`config.mk`:
```
export PLATFORM = sky130hd
export DESIGN_NAME = pix_capture
export DESIGN_NICKNAME = d
export VERILOG_FILES = /design/src/rtl/pix_capture_pkg.sv /design/src/rtl/pix_fifo_sync.sv /design/src/rtl/pix_capture.sv
export SDC_FILE = /design/constraint.sdc
export NUM_CORES = 1
export LEC_CHECK = 0
export CORE_MARGIN = 2
export CORE_UTILIZATION = 52
export DETAILED_ROUTE_END_ITERATION = 12
export PLACE_DENSITY = 0.76
export SETUP_SLACK_MARGIN = 0.02
export SLEW_MARGIN = 5
export SYNTH_ARGS = -nofsm -noshare
export SYNTH_HDL_FRONTEND = slang
export SYNTH_SLANG_ARGS = --single-unit
```
`constraint.sdc`:
```
create_clock -name i_clk -period 3.47 [get_ports i_clk]
set_input_delay 1.041 -clock i_clk [delete_from_list [all_inputs] [get_ports i_clk]]
set_output_delay 1.041 -clock i_clk [all_outputs]
set_load 0.05 [all_outputs]
```
`src/rtl/pix_capture_pkg.sv`:
```
// Shared types for the pixel capture path: FSM states, pixel formats and the
// FIFO entry layout carried from the assembler to the video stage.
package pix_capture_pkg;

  localparam int PIX_W = 16;

  typedef enum logic [1:0] {
    IDLE,
    WAIT_VS_HI,
    WAIT_VS_LO,
    ACTIVE
  } state_e;

  typedef enum logic {
    MODE_RGB444,
    MODE_RGB565
  } mode_e;

  typedef struct packed {
    logic             sof;
    logic             eol;
    logic [PIX_W-1:0] data;
  } pix_entry_t;

endpackage

```
`src/rtl/pix_fifo_sync.sv`:
```
// Single-clock first-word-fall-through FIFO; the head entry is visible on dout_o
// while not empty, and a push into a full FIFO is taken when a pop happens too.
module pix_fifo_sync #(
  parameter type T     = logic [7:0],
  parameter int  DEPTH = 8
) (
  input  logic clk_i,
  input  logic rst_i,
  input  logic push_i,
  input  T     din_i,
  input  logic pop_i,
  output T     dout_o,
  output logic full_o,
  output logic empty_o
);

  localparam int AW = $clog2(DEPTH);

  T           mem_q [DEPTH];
  logic [AW:0] wr_ptr_q;
  logic [AW:0] rd_ptr_q;
  logic        do_push;
  logic        do_pop;

  // Extra pointer bit distinguishes full from empty when the indices match.
  assign empty_o = (wr_ptr_q == rd_ptr_q);
  assign full_o  = (wr_ptr_q[AW] != rd_ptr_q[AW]) &&
                   (wr_ptr_q[AW-1:0] == rd_ptr_q[AW-1:0]);
  assign do_pop  = pop_i & ~empty_o;
  assign do_push = push_i & (~full_o | do_pop);
  assign dout_o  = mem_q[rd_ptr_q[AW-1:0]];

  always_ff @(posedge clk_i or posedge rst_i) begin
    if (rst_i) begin
      wr_ptr_q <= '0;
      rd_ptr_q <= '0;
    end else begin
      if (do_push) wr_ptr_q <= wr_ptr_q + 1'b1;
      if (do_pop)  rd_ptr_q <= rd_ptr_q + 1'b1;
    end
  end

  always_ff @(posedge clk_i) begin
    if (do_push) mem_q[wr_ptr_q[AW-1:0]] <= din_i;
  end

endmodule

```
`src/rtl/pix_capture.sv`:
```
// Camera byte-stream capture: RGB444/RGB565 assembly, power-of-two decimation,
// SOF/EOL tagging and an output FIFO. Statistics counters need PIX_CAPTURE_STATS_EN.
module pix_capture
  import pix_capture_pkg::*;
#(
  parameter int RL         = 640,
  parameter int ROW        = 480,
  parameter int DW         = 16,
  parameter int FIFO_DEPTH = 8
) (
  input  logic          i_clk,
  input  logic          i_rst,
  input  logic          i_enable,
  input  logic          i_mode,
  input  logic [1:0]    i_decim,
  input  logic          i_vsync,
  input  logic          i_href,
  input  logic [7:0]    i_pix_byte,
  input  logic          i_ovf_clr,
  input  logic          i_data_ready,
  output logic          o_data_valid,
  output logic [DW-1:0] o_data,
  output logic          o_sof,
  output logic          o_eol,
  output logic          o_overflow,
  output logic [15:0]   o_frame_cnt,
  output logic [15:0]   o_drop_cnt
);

  localparam int CW = $clog2(RL + 1);
  localparam int RW = $clog2(ROW + 1);
  localparam logic [CW-1:0] RL_C  = CW'(RL);
  localparam logic [RW-1:0] ROW_C = RW'(ROW);

  state_e      state_q;
  mode_e       mode_q;
  logic [1:0]  decim_q;
  logic        vsync_q, href_q, vsync_prev_q, href_prev_q;
  logic [7:0]  byte_q, byte1_q;
  logic        phase_q, sof_pend_q, overflow_q;
  logic [CW-1:0] col_q;
  logic [RW-1:0] row_q;

  logic        vs_rise, href_rise, href_fall, capturing, pix_done, keep, pix_push;
  logic        pop_fire, drop, fifo_full, fifo_empty;
  logic [3:0]  step;
  logic [15:0] pix_data;
  pix_entry_t  push_entry, head_entry;

  assign vs_rise   = vsync_q & ~vsync_prev_q;
  assign href_rise = href_q & ~href_prev_q;
  assign href_fall = ~href_q & href_prev_q;
  assign capturing = (state_q == ACTIVE) && !vsync_q;
  assign pix_done  = capturing && href_q && !href_rise && phase_q;
  assign step      = 4'd1 << decim_q;
  assign keep      = ((col_q & CW'(step - 4'd1)) == '0) && ((row_q & RW'(step - 4'd1)) == '0) &&
                     (col_q < RL_C) && (row_q < ROW_C);
  assign pix_push  = pix_done && keep;
  assign pix_data  = (mode_q == MODE_RGB565) ? {byte1_q, byte_q} : {4'h0, byte1_q[3:0], byte_q};
  assign pop_fire  = o_data_valid & i_data_ready;
  assign drop      = pix_push & fifo_full & ~pop_fire;

  always_comb begin
    push_entry      = '0;
    push_entry.sof  = sof_pend_q;
    push_entry.eol  = (col_q == RL_C - CW'(step));
    push_entry.data = pix_data;
  end

  pix_fifo_sync #(
    .T     (pix_entry_t),
    .DEPTH (FIFO_DEPTH)
  ) u_fifo (
    .clk_i   (i_clk),
    .rst_i   (i_rst),
    .push_i  (pix_push),
    .din_i   (push_entry),
    .pop_i   (i_data_ready),
    .dout_o  (head_entry),
    .full_o  (fifo_full),
    .empty_o (fifo_empty)
  );

  // Head fields are masked so nothing stale leaks out while the FIFO is empty.
  assign o_data_valid = ~fifo_empty;
  assign o_data       = o_data_valid ? DW'(head_entry.data) : '0;
  assign o_sof        = o_data_valid & head_entry.sof;
  assign o_eol        = o_data_valid & head_entry.eol;
  assign o_overflow   = overflow_q;

  always_ff @(posedge i_clk or posedge i_rst) begin
    if (i_rst) begin
      state_q      <= IDLE;
      mode_q       <= MODE_RGB444;
      decim_q      <= '0;
      vsync_q      <= 1'b0;
      href_q       <= 1'b0;
      vsync_prev_q <= 1'b0;
      href_prev_q  <= 1'b0;
      byte_q       <= '0;
      byte1_q      <= '0;
      phase_q      <= 1'b0;
      sof_pend_q   <= 1'b0;
      overflow_q   <= 1'b0;
      col_q        <= '0;
      row_q        <= '0;
    end else begin
      vsync_q      <= i_vsync;
      href_q       <= i_href;
      byte_q       <= i_pix_byte;
      vsync_prev_q <= vsync_q;
      href_prev_q  <= href_q;

      if (drop)           overflow_q <= 1'b1;
      else if (i_ovf_clr) overflow_q <= 1'b0;

      // The first byte after an href rise is always byte1, whatever was left over.
      if (href_q) begin
        if (href_rise || !phase_q) begin
          byte1_q <= byte_q;
          phase_q <= 1'b1;
        end else begin
          phase_q <= 1'b0;
        end
      end

      if (pix_push) sof_pend_q <= 1'b0;
      if (pix_done && col_q != RL_C) col_q <= col_q + CW'(1);
      if (capturing && href_fall) begin
        col_q <= '0;
        if (row_q != ROW_C) row_q <= row_q + RW'(1);
      end

      case (state_q)
        IDLE:       if (i_enable) state_q <= WAIT_VS_HI;
        WAIT_VS_HI: if (vsync_q) state_q <= WAIT_VS_LO;
        WAIT_VS_LO: if (!vsync_q) begin
          state_q    <= ACTIVE;
          mode_q     <= mode_e'(i_mode);
          decim_q    <= i_decim;
          col_q      <= '0;
          row_q      <= '0;
          sof_pend_q <= 1'b1;
        end
        ACTIVE:     if (vs_rise) state_q <= i_enable ? WAIT_VS_LO : IDLE;
        default:    state_q <= IDLE;
      endcase
    end
  end

`ifdef PIX_CAPTURE_STATS_EN
  logic [15:0] frame_cnt_q, drop_cnt_q;

  always_ff @(posedge i_clk or posedge i_rst) begin
    if (i_rst) begin
      frame_cnt_q <= '0;
      drop_cnt_q  <= '0;
    end else begin
      if (state_q == ACTIVE && vs_rise) frame_cnt_q <= frame_cnt_q + 16'd1;
      if (drop && drop_cnt_q != 16'hFFFF) drop_cnt_q <= drop_cnt_q + 16'd1;
    end
  end

  assign o_frame_cnt = frame_cnt_q;
  assign o_drop_cnt  = drop_cnt_q;
`else
  assign o_frame_cnt = '0;
  assign o_drop_cnt  = '0;
`endif

endmodule

```
### Yosys cells after proc, flatten, opt, wreduce, memory -nomap -nowiden

Memories as Yosys holds them, arrays and structs flattened.
Cells that the tools add are included.

| operators by class | value |
|---|---|
| add/sub/neg operators | 7 |
| order comparisons | 2 |
| equal/unequal tests | 13 |
| shifts and indexed selects | 1 |
| mux-type cells | 24 |
| bitwise gates (word level) | 19 |
| reduce and logical (&&, ||, !) cells | 22 |

Operator list:

| cell | number |
|---|---|
| $mux W10 | 4 |
| $mux W9 | 4 |
| $mux W16 | 2 |
| $logic_and A1 B1 Y1 | 11 |
| $add A10 B1 Y10 const B | 1 |
| $and A10 B10 Y10 | 1 |
| $eq A10 B10 Y1 | 1 |
| $logic_not A10 Y1 | 1 |
| $lt A10 B10 Y1 const B | 1 |
| $mux W2 | 5 |
| $ne A10 B10 Y1 const B | 1 |
| $sub A10 B4 Y10 const A | 1 |
| $sub A4 B1 Y5 const B | 2 |
| $add A9 B1 Y9 const B | 1 |
| $and A1 B1 Y1 | 9 |
| $and A9 B9 Y9 | 1 |
| $logic_not A9 Y1 | 1 |
| $lt A9 B9 Y1 const B | 1 |
| $ne A9 B9 Y1 const B | 1 |
| $add A4 B1 Y4 const B | 2 |
| $mux W1 | 8 |
| $ne A2 B2 Y1 const B | 4 |
| $pmux W2 S4 | 1 |
| $not A1 Y1 | 7 |
| other kinds (13) | 17 |

| storage, ports and cells | value |
|---|---|
| register bits | 55 |
| bits in writable memories | 144 |
| memories kept | 1 |

Memory list:

| name | words | bits a word | read ports | clocked after Yosys merged registers in | wr ports | line | text |
|---|---|---|---|---|---|---|---|
| u_fifo.mem_q | 8 | 18 | 1 | 0 | 1 | pix_fifo_sync.sv:19 | `T mem_q [DEPTH];` |

### Depth between registers and ports, before layout

| depth | value |
|---|---|
| word-level depth | 11 |
| depth in mapped cells | 7 |
| depth with buffers taken out | 7 |

### By module

From an unflattened synthesis, not the netlist that was laid out.

| unflattened totals | value |
|---|---|
| cell total of the unflattened synthesis | 519 |
| area, all modules | 8508.2 um^2 |

Modules (own cells, without submodules):

| module | instances | cells each | area an instance (um^2) |
|---|---|---|---|
| pix_fifo_sync | 1 | 266 | 5967.0 |
| pix_capture | 1 | 253 | 2541.2 |

### Least setup slack after synthesis

Ideal clock, no wire load.

| timing path | value |
|---|---|
| path kind | input to register |
| start | in i_data_ready |
| end | mem u_fifo.mem_q[0][0] (netlist bit), enable pin |
| library setup time | 416 ps |
| data arrival time | 3015 ps |
| required time | 3054 ps |
| setup slack | 39 ps |
| stages on the path | 4 |
| path buffers | 0 |
| cell sequence | nor2_1 a2111oi_4 nand2b_1 nor3_1 |

| between the ends | value |
|---|---|
| cells in the longest elaborated chain, start to end | 5 |

Ends and longest elaborated chain:

| element | line | text |
|---|---|---|
| start, declared | pix_capture.sv:20 | `input logic i_data_ready,` |
| $and A1 B1 Y1 | pix_fifo_sync.sv:29 | `assign do_pop = pop_i & ~empty_o;` |
| $or A1 B1 Y1 | pix_fifo_sync.sv:30 | `assign do_push = push_i & (~full_o \| do_pop);` |
| $and A1 B1 Y1 | pix_fifo_sync.sv:30 |  |
| $mux W1 | pix_fifo_sync.sv:44 | `if (do_push) mem_q[wr_ptr_q[AW-1:0]] <= din_i;` |
| $mux W1 (not written as such) | pix_fifo_sync.sv:44 |  |
| end, declared | pix_fifo_sync.sv:19 |  |

Every way passes these cells.

### Final worst setup path

| timing path | value |
|---|---|
| start | reg u_fifo.rd_ptr_q[0] |
| end | out o_data[10] |

| between the ends | value |
|---|---|
| cells in the longest elaborated chain, start to end | 2 |

Ends and longest elaborated chain:

| element | line | text |
|---|---|---|
| start, declared | pix_fifo_sync.sv:21 | `logic [AW:0] rd_ptr_q;` |
| start signal, assigned | pix_fifo_sync.sv:39 | `if (do_pop) rd_ptr_q <= rd_ptr_q + 1'b1;` |
| $mem_v2 Z8 W18 or $eq A4 B4 Y1 (tied branches) | -- |  |
| $mux W16 * | pix_capture.sv:86 | `assign o_data = o_data_valid ? DW'(head_entry.data) : '0;` |
| end, declared | pix_capture.sv:22 | `output logic [DW-1:0] o_data,` |

Every way passes the cells marked *; elsewhere a longest branch is shown, timed or not.

==> flow_summary.rst <==
.. list-table::
   :header-rows: 1

   * - Metric
     - Value
   * - Die area
     - 16900 sq um
   * - CTS tree
     - done
   * - Critical path type
     - reg -> out
   * - Startpoint class of the critical path
     - register
   * - Initial Utilization
     - 52.5%
   * - Cell total after placement
     - 746
   * - Post-CTS setup repair buffer count
     - 0
   * - Number of DRC markers after the initial detailed-route iteration
     - 449
   * - Worst min-delay path category
     - reg -> reg
   * - Share of post-route cells with drive strength above 1
     - 21.8%
   * - Share of the synthesized area in the top cell type
     - 52.5%
   * - Peak supply drop
     - 0.000513 V
   * - Most used flip-flop cell after synthesis
     - sky130_fd_sc_hd__edfxtp_1
   * - Cells resized by post-CTS repair
     - 0
   * - Arr. time, crit path
     - 2.32 ns
   * - Drt total wl
     - 15.7 mm
   * - Global-route wire length before repair
     - 24.1 mm
   * - Number of setup violations in the final report
     - 0
   * - Wire per inst
     - 20.1 microns
   * - Post-synthesis sequential area ratio
     - 69.1%
   * - Number of warnings printed during yosys synthesis
     - 0
   * - Buffers on Ports
     - 37
   * - Family of cells with the greatest summed delay on the critical path
     - multiplexers
   * - CTS hold repair buffers
     - 0
   * - Cell count of the worst hold path
     - 0
   * - Peak fanout along the critical path
     - 18
   * - Max frequency
     - 297 MHz
   * - Post-synthesis async set-or-reset flop share
     - 27.6%
   * - Number of cells produced by synthesis
     - 498
   * - Leading cell types in the layout, fill and taps excluded
     - sky130_fd_sc_hd__edfxtp_1, sky130_fd_sc_hd__dfrtp_1, sky130_fd_sc_hd__nor2_1, sky130_fd_sc_hd__mux4_2, sky130_fd_sc_hd__conb_1
   * - Number of vias per cell after detailed routing
     - 5.48
   * - CP Capture Type
     - output port
   * - Status
     - finished clean
   * - Clk Tree Root Cell
     - sky130_fd_sc_hd__clkbuf_16
   * - Core footprint
     - 15700 sq um
   * - Slack of the worst reg-to-reg path
     - 0.76 ns
   * - Flop and latch count out of synthesis
     - 199
   * - Worst Min Path Start
     - href_q
   * - Design area
     - 9550 sq um
   * - CTS Buf Count
     - 17
   * - Hold endpoint
     - href_prev_q
   * - Unique masters post-synth
     - 47
   * - Most common library cell in the layout ignoring fill and taps
     - sky130_fd_sc_hd__edfxtp_1
   * - HPWL after detailed placement
     - 10.1 mm
   * - Power Density
     - 817 nW/um^2
   * - Cells along the critical path
     - buf_16, mux4_2, mux2i_1, nor2_1, buf_4
   * - Cell accounting for the most synthesized area
     - sky130_fd_sc_hd__edfxtp_1
   * - First drt pass iteration count
     - 5
   * - EDFF count, synth
     - 144
   * - Num ports
     - 70
   * - Post-route non-filler standard cell count
     - 779
   * - Clock latency reported for the late side of the worst-skew pair
     - 0.44 ns
   * - Max Cap Violations
     - 0
   * - Ratio of final minimum period to clock period
     - 96.9%
   * - Endpoint of the lowest-slack register-to-register path
     - u_fifo.mem_q[1][10]
   * - Total leakage power
     - 3.51 nW
   * - Start of the worst register-to-register path
     - decim_q[1]
   * - Post-detailed-route count of antenna-violating nets
     - 0
   * - Vias in the first global route
     - 4316
   * - Worst clock skew
     - 0.0111 ns
   * - Number of antenna diodes
     - 0
   * - Die Height
     - 130 microns
   * - Largest cells by area after synthesis
     - sky130_fd_sc_hd__edfxtp_1, sky130_fd_sc_hd__dfrtp_1, sky130_fd_sc_hd__mux4_2
   * - Beginning of the critical path
     - u_fifo.rd_ptr_q[0]
   * - Worst Path Buf+Inv
     - 2
   * - Total vias in the final route
     - 4268
   * - Die X-Extent
     - 130 microns
   * - Worst path max stage delay
     - 0.55 ns
   * - Clock input transition at the sequential cells of the worst setup and hold paths
     - 0.07 ns
   * - Global placement routability congestion
     - 0.862
   * - Post-synthesis to final-layout area growth
     - 15.8%
   * - Crit-path slowest cell
     - sky130_fd_sc_hd__mux4_2
   * - Number of clock sinks
     - 199
   * - Slew at the pin closest to its max-slew limit
     - 1.04 ns
   * - Placed cell area
     - 8840 sq um
   * - Final hold slack
     - 0.484 ns
   * - Path depth of the worst reg2reg path
     - 8
   * - Required time at the endpoint of the critical path
     - 2.43 ns
   * - Maximum number of pins on one net before global-route repair
     - 51
   * - Number of H-tree levels
     - 4
   * - Final net count
     - 576
   * - Global routing usage summed across all routing layers
     - 19.9%
   * - Slew HR
     - 30.2%
   * - Synthesized area per cell
     - 16.6 sq um
   * - RSZ-0062 raised after global routing
     - false
   * - Final hold violation count
     - 0
   * - Sum of negative setup slack
     - 0 ns
   * - Total global routing overflow
     - 0
   * - Clock tree buffer depth
     - 2
   * - Floorplan row count
     - 46
   * - Drc violations
     - 0
   * - Minimum clock period
     - 3.36 ns
   * - Initial antenna violation count
     - 0
   * - Max Transition Viols Final
     - 0
   * - Netlist area before placement
     - 8240 sq um
==> cell type report <==
class	count	area, sq um
clock inverters	15	246
clock buffers	17	425
repair buffers	52	548
fillers	1156	6170
multi-input cells	271	2320
inverters	9	33.8
well taps	216	270
flip-flops and latches	199	5700
==> cell families (layout without fill, tap and decap cells) <==
logic type / after synthesis / after routing / share of synthesized area [%]
and+or+nand+nor: 113 / 113 / 6.77
buffers and inverters: 59 / 93 / 4.25
AOI/OAI and AO/OA: 30 / 30 / 2.49
other: 1 / 32 / 0.0455
DFF: 199 / 199 / 69.1
adders and majority gates: 8 / 8 / 1.21
xor gates and xnor gates: 17 / 17 / 1.81
muxes: 71 / 71 / 14.3
==> cells in the mapped netlist (all sizes together), types with 2 or more instances <==
cell type,count
a21boi,2
a21oi,8
and2,5
and3,4
buf,41
clkbuf,9
dfrtp,55
edfxtp,144
ha,8
inv,9
mux2,13
mux2i,22
mux4,36
nand2,23
nand2b,5
nand3,6
nand3b,2
nand4,8
nor2,38
nor3,6
nor3b,2
nor4,2
o211ai,2
o21ai,10
o31ai,2
or3,4
xnor2,7
xor2,10
==> flip-flops by register name (all words and copies together), names as in the netlist, named ones only <==
signal,count
decim_q,2
vsync_prev_q,1
href_prev_q,1
phase_q,1
sof_pend_q,1
o_overflow,1
vsync_q,1
u_fifo.mem_q,144
u_fifo.wr_ptr_q,4
byte1_q,8
row_q,8
u_fifo.rd_ptr_q,4
mode_q,1
col_q,10
byte_q,8
state_q,2
href_q,1
==> report_power, final <==
group / switching, W / internal, W / total (W) / leakage [nW]
logic: 0.00165 / 0.00102 / 0.00267 / 1.20
clock network: 0.000861 / 0.00136 / 0.00222 / 0.323
registers: 0.000182 / 0.00273 / 0.00291 / 1.99
==> metal layers <==
layer  vias up  routed length, microns  GRT usage, %
li1       1931                       -             -
met2       141                    7720          31.3
met5         -                       0             0
met3        20                     922          4.06
met4         0                     289          7.91
met1      2176                    6730          27.7
==> worst max-delay path by stage <==
stage	to	slack [ns]	cells past startpoint
4_1_cts	o_data[2]	0.03	6
3_3_place_gp	u_fifo.mem_q[0][14]	0.33	6
2_1_floorplan	u_fifo.mem_q[0][0]	0.04	4
3_5_place_dp	u_fifo.mem_q[0][9]	0.27	6
6_report	o_data[10]	0.11	5
5_1_grt	o_data[4]	0.04	6
==> stage by stage <==
| stage | util [%] | worst slack, ns | total power, W |
|---|---|---|---|
| detailed placement | 56.3 | 0.274 | 0.00558 |
| CTS | 60.5 | 0.0281 | 0.00781 |
| global route | 60.8 | 0.0412 | 0.00812 |
| global placement | 56.3 | 0.330 | 0.00554 |
| finish | 60.8 | 0.107 | 0.00780 |
| floorplan | - | 0.0388 | 0.00488 |
No activity file was read; power rests on OpenSTA's default activity.
